==> src/rtl/counter_pkg.sv <==
// ============================================================================
//  Module   : counter_pkg
//  Purpose  : Shared constants and types for the up/down counter family.
//             Direction and mode encodings, plus the next-state result
//             record carried between the step ALU and the counter register.
//  Revision : 1.0 - initial release
// ============================================================================
`default_nettype none

package counter_pkg;

  // Direction encoding for the up_down input.
  localparam logic CNT_DIR_UP    = 1'b1;
  localparam logic CNT_DIR_DOWN  = 1'b0;

  // Range-end behaviour encoding for the sat_mode input.
  localparam logic CNT_MODE_WRAP = 1'b0;
  localparam logic CNT_MODE_SAT  = 1'b1;

  // Storage width of the next-value field. Counters narrower than this keep
  // their value zero-extended in the low bits.
  localparam int CNT_RES_W = 32;

  // Next-state result: value plus the two one-cycle event flags.
  typedef struct packed {
    logic [CNT_RES_W-1:0] next;
    logic                 wrap;
    logic                 sat;
  } cnt_result_t;

endpackage : counter_pkg

`default_nettype wire

==> src/rtl/updown_step_alu.sv <==
// ============================================================================
//  Module   : updown_step_alu
//  Purpose  : Combinational next-count computation for one enabled step.
//             Handles up/down direction and wrap/saturate range ends over
//             the range 0..MAX_VAL using a WIDTH+1 bit intermediate.
//  Ports    : i_counter  - current count (assumed <= MAX_VAL)
//             i_eff_step - step already clamped to <= MAX_VAL
//             i_up_down  - 1 = up, 0 = down
//             i_sat_mode - 1 = saturate, 0 = wrap modulo MAX_VAL+1
//             o_next     - next count
//             o_wrap     - this step wrapped past a range end
//             o_sat      - this step was clamped at a range end
//  Revision : 1.0 - initial release
// ============================================================================
`default_nettype none

module updown_step_alu
  import counter_pkg::*;
#(
  parameter int WIDTH   = 4,
  parameter int MAX_VAL = 2**WIDTH-1
) (
  input  logic [WIDTH-1:0] i_counter,
  input  logic [WIDTH-1:0] i_eff_step,
  input  logic             i_up_down,
  input  logic             i_sat_mode,
  output logic [WIDTH-1:0] o_next,
  output logic             o_wrap,
  output logic             o_sat
);

  localparam logic [WIDTH:0]   c_max_ext = (WIDTH+1)'(MAX_VAL);
  localparam logic [WIDTH:0]   c_mod_ext = (WIDTH+1)'(MAX_VAL + 1);
  localparam logic [WIDTH-1:0] c_max     = WIDTH'(MAX_VAL);

  logic [WIDTH:0] w_cnt_ext;
  logic [WIDTH:0] w_step_ext;
  logic [WIDTH:0] w_sum;
  logic           w_over;
  logic           w_under;

  assign w_cnt_ext  = {1'b0, i_counter};
  assign w_step_ext = {1'b0, i_eff_step};
  assign w_sum      = w_cnt_ext + w_step_ext;
  // The extra bit lets the sum exceed 2**WIDTH-1 without losing the carry.
  assign w_over     = (w_sum > c_max_ext);
  assign w_under    = (w_step_ext > w_cnt_ext);

  always_comb begin
    o_next = i_counter;
    o_wrap = 1'b0;
    o_sat  = 1'b0;
    case (i_up_down)
      CNT_DIR_UP: begin
        if (w_over) begin
          if (i_sat_mode == CNT_MODE_SAT) begin
            o_next = c_max;
            o_sat  = 1'b1;
          end else begin
            o_next = WIDTH'(w_sum - c_mod_ext);
            o_wrap = 1'b1;
          end
        end else begin
          o_next = WIDTH'(w_sum);
        end
      end
      CNT_DIR_DOWN: begin
        if (w_under) begin
          if (i_sat_mode == CNT_MODE_SAT) begin
            o_next = '0;
            o_sat  = 1'b1;
          end else begin
            // counter + modulus fits in WIDTH+1 bits since both are <= MAX_VAL+1.
            o_next = WIDTH'(w_cnt_ext + c_mod_ext - w_step_ext);
            o_wrap = 1'b1;
          end
        end else begin
          o_next = i_counter - i_eff_step;
        end
      end
      default: ;
    endcase
  end

endmodule : updown_step_alu

`default_nettype wire

==> src/rtl/updown_counter_param.sv <==
// ============================================================================
//  Module   : updown_counter_param
//  Purpose  : Parametrised up/down counter with programmable modulus,
//             variable step, synchronous load, count enable, runtime
//             wrap/saturate mode and range-end flags.
//  Ports    : clk, reset (sync, active-high), en, up_down, step, sat_mode,
//             load, load_value -> counter, wrap, sat, at_max, at_min
//             With CNT_CMP_EN defined: cmp_value -> match (registered).
//  Config   : `define CNT_CMP_EN to add the compare-match feature.
//  Revision : 1.0 - initial release
// ============================================================================
`default_nettype none

module updown_counter_param
  import counter_pkg::*;
#(
  parameter int WIDTH   = 4,
  parameter int MAX_VAL = 2**WIDTH-1
) (
  input  logic             clk,
  input  logic             reset,
  input  logic             en,
  input  logic             up_down,
  input  logic [WIDTH-1:0] step,
  input  logic             sat_mode,
  input  logic             load,
  input  logic [WIDTH-1:0] load_value,
  output logic [WIDTH-1:0] counter,
  output logic             wrap,
  output logic             sat,
  output logic             at_max,
  output logic             at_min
`ifdef CNT_CMP_EN
  ,
  input  logic [WIDTH-1:0] cmp_value,
  output logic             match
`endif
);

  localparam logic [WIDTH:0]       c_max_ext = (WIDTH+1)'(MAX_VAL);
  localparam logic [WIDTH-1:0]     c_max     = WIDTH'(MAX_VAL);
  localparam logic [CNT_RES_W-1:0] c_max_res = CNT_RES_W'(MAX_VAL);

  cnt_result_t      r_state;
  cnt_result_t      w_state_d;
  cnt_result_t      w_count_res;
  logic [WIDTH-1:0] w_eff_step;
  logic [WIDTH-1:0] w_load_val;
  logic [WIDTH-1:0] w_alu_next;
  logic             w_alu_wrap;
  logic             w_alu_sat;

  // Clamp step and load value into the legal range before use.
  assign w_eff_step = ({1'b0, step} > c_max_ext)       ? c_max : step;
  assign w_load_val = ({1'b0, load_value} > c_max_ext) ? c_max : load_value;

  updown_step_alu #(
    .WIDTH   (WIDTH),
    .MAX_VAL (MAX_VAL)
  ) u_alu (
    .i_counter  (counter),
    .i_eff_step (w_eff_step),
    .i_up_down  (up_down),
    .i_sat_mode (sat_mode),
    .o_next     (w_alu_next),
    .o_wrap     (w_alu_wrap),
    .o_sat      (w_alu_sat)
  );

  always_comb begin
    w_count_res      = '0;
    w_count_res.next = CNT_RES_W'(w_alu_next);
    w_count_res.wrap = w_alu_wrap;
    w_count_res.sat  = w_alu_sat;
  end

  // Load beats count; an idle cycle holds the value and drops both pulses.
  always_comb begin
    w_state_d      = r_state;
    w_state_d.wrap = 1'b0;
    w_state_d.sat  = 1'b0;
    if (load) begin
      w_state_d.next = CNT_RES_W'(w_load_val);
    end else if (en) begin
      w_state_d = w_count_res;
    end
  end

  always_ff @(posedge clk) begin
    if (reset) begin
      r_state <= '0;
    end else begin
      r_state <= w_state_d;
    end
  end

  // Upper bits of the stored value are always zero, so whole-field
  // compares are equivalent to WIDTH-bit compares.
  assign counter = r_state.next[WIDTH-1:0];
  assign wrap    = r_state.wrap;
  assign sat     = r_state.sat;
  assign at_max  = (r_state.next == c_max_res);
  assign at_min  = (r_state.next == '0);

`ifdef CNT_CMP_EN
  // r_upd marks that the current counter value arrived via a load or a
  // non-zero enabled step, so a merely held value does not re-trigger.
  logic r_upd;
  logic r_match;

  always_ff @(posedge clk) begin
    if (reset) begin
      r_upd   <= 1'b0;
      r_match <= 1'b0;
    end else begin
      r_upd   <= load | (en & (w_eff_step != '0));
      r_match <= r_upd & (counter == cmp_value);
    end
  end

  assign match = r_match;
`endif

endmodule : updown_counter_param

`default_nettype wire

==> config.mk <==
export PLATFORM = sky130hd
export DESIGN_NAME = updown_counter_param
export DESIGN_NICKNAME = d
export VERILOG_FILES = /design/src/rtl/counter_pkg.sv /design/src/rtl/updown_step_alu.sv /design/src/rtl/updown_counter_param.sv
export SDC_FILE = /design/constraint.sdc
export NUM_CORES = 1
export LEC_CHECK = 0
export ABC_AREA = 1
export ABC_CLOCK_PERIOD_IN_PS = 6200
export BUFFER_PORTS_ARGS = -buffer_cell sky130_fd_sc_hd__buf_2
export CAP_MARGIN = 20
export CORE_ASPECT_RATIO = 0.5
export CORE_MARGIN = 2
export CORE_UTILIZATION = 25
export CTS_CLUSTER_DIAMETER = 30
export DETAILED_ROUTE_END_ITERATION = 10
export HOLD_SLACK_MARGIN = 0.06
export SYNTH_ARGS = -nofsm -noshare
export SYNTH_HDL_FRONTEND = slang
export SYNTH_HIERARCHICAL = 1
export SYNTH_SLANG_ARGS = --single-unit
==> constraint.sdc <==
create_clock -name clk -period 6.2 [get_ports clk]
set_clock_uncertainty 0.2 [all_clocks]
set_input_delay 1.86 -clock clk [delete_from_list [all_inputs] [get_ports clk]]
set_output_delay 1.86 -clock clk [all_outputs]
set_load 0.01 [all_outputs]
# Word level (Yosys, flattened, before mapping)
# Cells that the tools add are included.
totals:
  ff_bits: 6
  output_inout_bits: 8
op_classes:
  addsub: 5
  magnitude_cmp: 2
  eq_ne: 1
  mux: 15
  bitwise: 2
  reduce_logical: 3
ops:
  columns: ["operator", "count"]
  rows:
  - ["$logic_not 32->1", 1]
  - ["$mux 4", 5]
  - ["$pmux 4 s2", 1]
  - ["$sub 4x4->4", 2]
  - ["$mux 1", 6]
  - ["$mux 6", 1]
  - ["$add 4x4->5", 1]
  - ["$gt 5x4->1 const B", 1]
  - ["$add 4x1->4 const B", 1]
  - ["$eq 4x4->1 const B", 1]
  - ["$gt 4x4->1", 1]
  - ["$pmux 1 s2", 2]
  - ["$sub 4x1->4 const B", 1]
  - ["$reduce_or 3->1", 1]
  - ["$not 1->1", 2]
  - ["$reduce_bool 2->1", 1]

# Logic depth before layout (Yosys ltp)
logic_depth:
  ltp_word: 7
  mapped_depth: 15

# Modules after synthesis
# The synthesis kept the hierarchy.
modules_own_cells:
  columns: ["mod", "n_inst", "cells_each", "area_per_inst_um2"]
  rows:
  - ["updown_step_alu", 1, 61, 389.1]
  - ["updown_counter_param", 1, 41, 275.3]

# Worst setup path before layout
# Ideal clock, no wire load.
synth_timing:
  kind: "in2reg"
  from: "input port step[0]"
  to: "register r_state, in the netlist counter[2]"
  setup_time_ns: 0.064
  arrival_ns: 3.054
  required_time_ns: 5.936
  slack_ns: 2.882
  cell_stages: 11
  cell_sequence: "ha_1 fa_1 inv_1 nand3_1 nand3_2 nand3_1 o211ai_1 nand2_1 nand2_1 nor2_1 nor2_1"
synth_via:
  elab_chain_cells: 7
  elab_cells_between_ends: 13
  classes_between: "add/sub (4); order compare (2); mux (7)"
synth_lines:
  columns: ["element", "line_no", "rtl"]
  rows:
  - ["from (decl)", "updown_counter_param.sv:24", "input logic [WIDTH-1:0] step,"]
  - ["$add 4x4->5", "updown_step_alu.sv:44", "assign w_sum = w_cnt_ext + w_step_ext;"]
  - ["$sub 4x1->4", "updown_step_alu.sv:60", "o_next = WIDTH'(w_sum - c_mod_ext);"]
  - ["$mux 4", "updown_step_alu.sv:56", "if (i_sat_mode == CNT_MODE_SAT) begin"]
  - ["$mux 4", "updown_step_alu.sv:55", "if (w_over) begin"]
  - ["$pmux 4 s2 (*)", "updown_step_alu.sv:53", "case (i_up_down)"]
  - ["via w_alu_next[2]", "updown_counter_param.sv:49", "logic [WIDTH-1:0] w_alu_next;"]
  - ["$mux 6 (*)", "updown_counter_param.sv:84", "end else if (en) begin"]
  - ["$mux 4 (*)", "updown_counter_param.sv:82", "if (load) begin"]
  - ["to (signal assigned)", "updown_counter_param.sv:93", "r_state <= w_state_d;"]
  - ["to (decl)", "updown_counter_param.sv:44", "cnt_result_t r_state;"]
# The timed path passes the listed nets; every way through them passes the cells marked *. The select of a mux whose other input is x is not followed.
# A chain may end at the register's enable or synchronous reset.

# Worst setup path in the final report
# Same ends and word-level chain as after synthesis.

==> summary.md <==
| Metric | Value |
|---|---|
| Status | finished clean |
| Synth area leader | dfxtp_1 |
| CTS H-tree depth | 1 |
| Clock latency on the worst-skew pair | 220 ps |
| CP max stage cell | fa_1 |
| Slew margin rel. | 0.7887 |
| Top_reg_cell synth | dfxtp_1 |
| Drc violations | 0 |
| CP Max Fanout | 5 |
| Maximum vdd drop | 0.09461 mV |
| All-Layer GR Usage | 0.1068 |
| CP bufs+invs | 2 |
| End point of the critical path | counter[2] |
| PwrDens | 192.6 nW/um^2 |
| Fmax | 0.2989 GHz |
| Max-slew violations | 0 |
| Endpoints failing setup | 0 |
| CP required | 6160 ps |
| Total Power | 0.0001642 W |
| IO Pins | 22 |
| Sequential Area | 120.1 um^2 |
| Multi-input logic area | 486.7 um^2 |
| DRT iter0 DRCs | 34 |
| Final hold violation count | 0 |
| Layout area overhead | 28.25% |
| # diodes | 0 |
| Tmin final | 3346 ps |
| WP depth | 12 |
| Synth area leaders | dfxtp_1, nand2_1, ha_1, nand3_1, inv_1 |
| Critical path class | primary input to flip-flop |
| Fraction of layout cells with a size suffix above 1 | 0.2480 |
| Die Ht | 40.45 um |
| Total CTS buffers | 3 |
| # fillers | 298 |
| Vias in the first global route | 568 |
| CP delay by family, top | adder cells |
| CTS-repair resized insts | 0 |
| CTS tree | yes |
| Reg2reg start | counter[0] |
| DRT Wirelength | 1.482 mm |
| Worst R2R Path Depth | 12 |
| Syn Area/Cell | 6.514 um^2 |
| CP max stage delay | 410 ps |
| Final GP Congestion | 0.7614 |
| Reg-to-reg endpoint | counter[2] |
| TritonCTS sink count | 6 |
| Min-delay worst type | flip-flop to flip-flop |
| Nets | 151 |
| Starting Density | 0.2602 |
| Hold Buf Count CTS | 0 |
| Critical Path Start | step[0] |
| Drt wl/cell | 9.148 um |
| Mapped Area | 664.4 um^2 |
| IO buf count | 21 |
| Worst Path Arrival | 3300 ps |
| Max-cap violations | 0 |
| Reg clk slew, reported paths | 30 ps |
| Top-area cell type share of the netlist area | 0.1808 |
| Total grt overflow | 0 |
| Row count | 13 |
| R2R Setup Slk | 4110 ps |
| First-pass GRT wire length | 2.470 mm |
| Clock Tree Root | clkbuf_8 |
| Die ar. | 3111 um^2 |
| FFs w/ async S/R, synth | 0 |
| Lkg Pwr | 0.4688 nW |
| Routed Antenna Nets | 0 |
| Drt first pass iters | 4 |
| Count of cell types in the netlist | 22 |
| Cell count after synthesis | 102 |
| Critical Path End Type | flip-flop |
| Ordered cell list for the critical path | buf_2, ha_1, fa_1, inv_1, nand3_1, nand3_2, nand3_1, o211ai_1, nand2_1, nand2_1, nor2_1, nor2_1 |
| Setup TNS | 0 ps |
| Hpwl dp | 1.225 mm |
| Crit share post-route | 0.5396 |
| Yosys warning count | 6 |
| Vias after detailed routing | 674 |
| Seq cells post-synth | 6 |
| Setup repair bufs after CTS | 0 |
| Slew at the pin closest to its max-slew limit | 316.6 ps |
| Post-synth net total | 126 |
| RSZ-0062 raised after global routing | no |
| Area of the core | 2554 um^2 |
| Largest net degree at the start of global routing | 9 |
| Post-synth EDFFs | 0 |
| Clk buf depth | 2 |
| Setup crit start kind | primary input |
| Die Span X | 76.91 um |
| Initial antenna violation count | 0 |
| Via/cell ratio | 4.160 |
| Sequential cell area fraction in the yosys report | 0.1808 |
==> how the worst min path moves through the flow <==
stage	startpoint	end	slack, ps	depth (start not counted)
6_report	counter[0]	counter[0]	400	2
5_1_grt	counter[0]	counter[0]	480	2
4_1_cts	counter[0]	counter[0]	420	2
3_5_place_dp	counter[0]	counter[0]	410	2
3_3_place_gp	counter[0]	counter[0]	410	2
2_1_floorplan	counter[0]	counter[0]	400	2
==> per-stage QoR <==
stage	instances	util	setup slack (ps)	hold WS, ps	area [um^2]
6_report	162	0.3337	2854	401.2	852.1
5_1_grt	162	0.3337	2681	484.0	852.1
3_3_place_gp	159	0.3175	2655	406.7	810.8
2_1_floorplan	102	-	2882	401.0	664.4
4_1_cts	162	0.3337	2865	415.6	852.1
3_5_place_dp	159	0.3175	2635	410.3	810.8
==> cell usage after synthesis (2+ instances only) <==
master and instances:
nand2_1 31, inv_1 12, nor2_1 10, nand3_1 9, ha_1 8, dfxtp_1 6, a21oi_1 3, o21ai_0 3
fa_1 2, inv_2 2, nand3_2 2, nand3b_1 2, nor3b_1 2, o21ai_1 2
==> area by class of cell <==
class                   count  area share
clock buffers               3     0.04846
multi-input cells          81      0.5712
repair buffers             21      0.1233
well taps                  37     0.05433
flip-flops and latches      6      0.1410
inverters                  14     0.06167
==> sequential cells by signal (all words and copies together) (netlist names) <==
register,flops
sat,1
wrap,1
counter,4
==> per-layer routing <==
metal	up-vias	global-route usage	routed length (um)
met5	-	0	0
met4	0	0.06818	14
met3	2	0.01351	35
met2	11	0.1645	617
met1	285	0.1458	815
li1	376	-	-
==> report_power, final <==
group / leakage [nW] / switching, W / total [W] / internal (W)
Combinational: 0.398 / 0.0000342 / 0.0000601 / 0.0000259
Clock: 0.0216 / 0.0000161 / 0.0000578 / 0.0000416
Sequential: 0.0494 / 0.00000473 / 0.0000463 / 0.0000415
Total: 0.469 / 0.0000550 / 0.000164 / 0.000109
==> tightest hold or removal path, cell delays in order, from the launching register on <==
cell and delay, ps:
dfxtp_1 340, o21ai_0 170, nor2_1 40
==> cell families after synthesis <==
family          Yosys count  synth area share
flops                     6            0.1808
buf+inv                  15           0.08662
fa+ha+maj                10            0.2109
xor+xnor                  2           0.02637
compound gates           10           0.08474
simple gates             59            0.4105
==> layout by cell type, fill, tap and decap left out, drive strengths merged, types with 3 or more instances in the layout <==
master / netlist / final
a21oi: 4 / 4
clkbuf: 0 / 3
ha: 8 / 8
dfxtp: 6 / 6
inv: 14 / 14
o21ai: 5 / 5
nor2: 11 / 11
nand3: 11 / 11
buf: 1 / 21
nand2: 32 / 32
(Power assumes the default switching activity.)
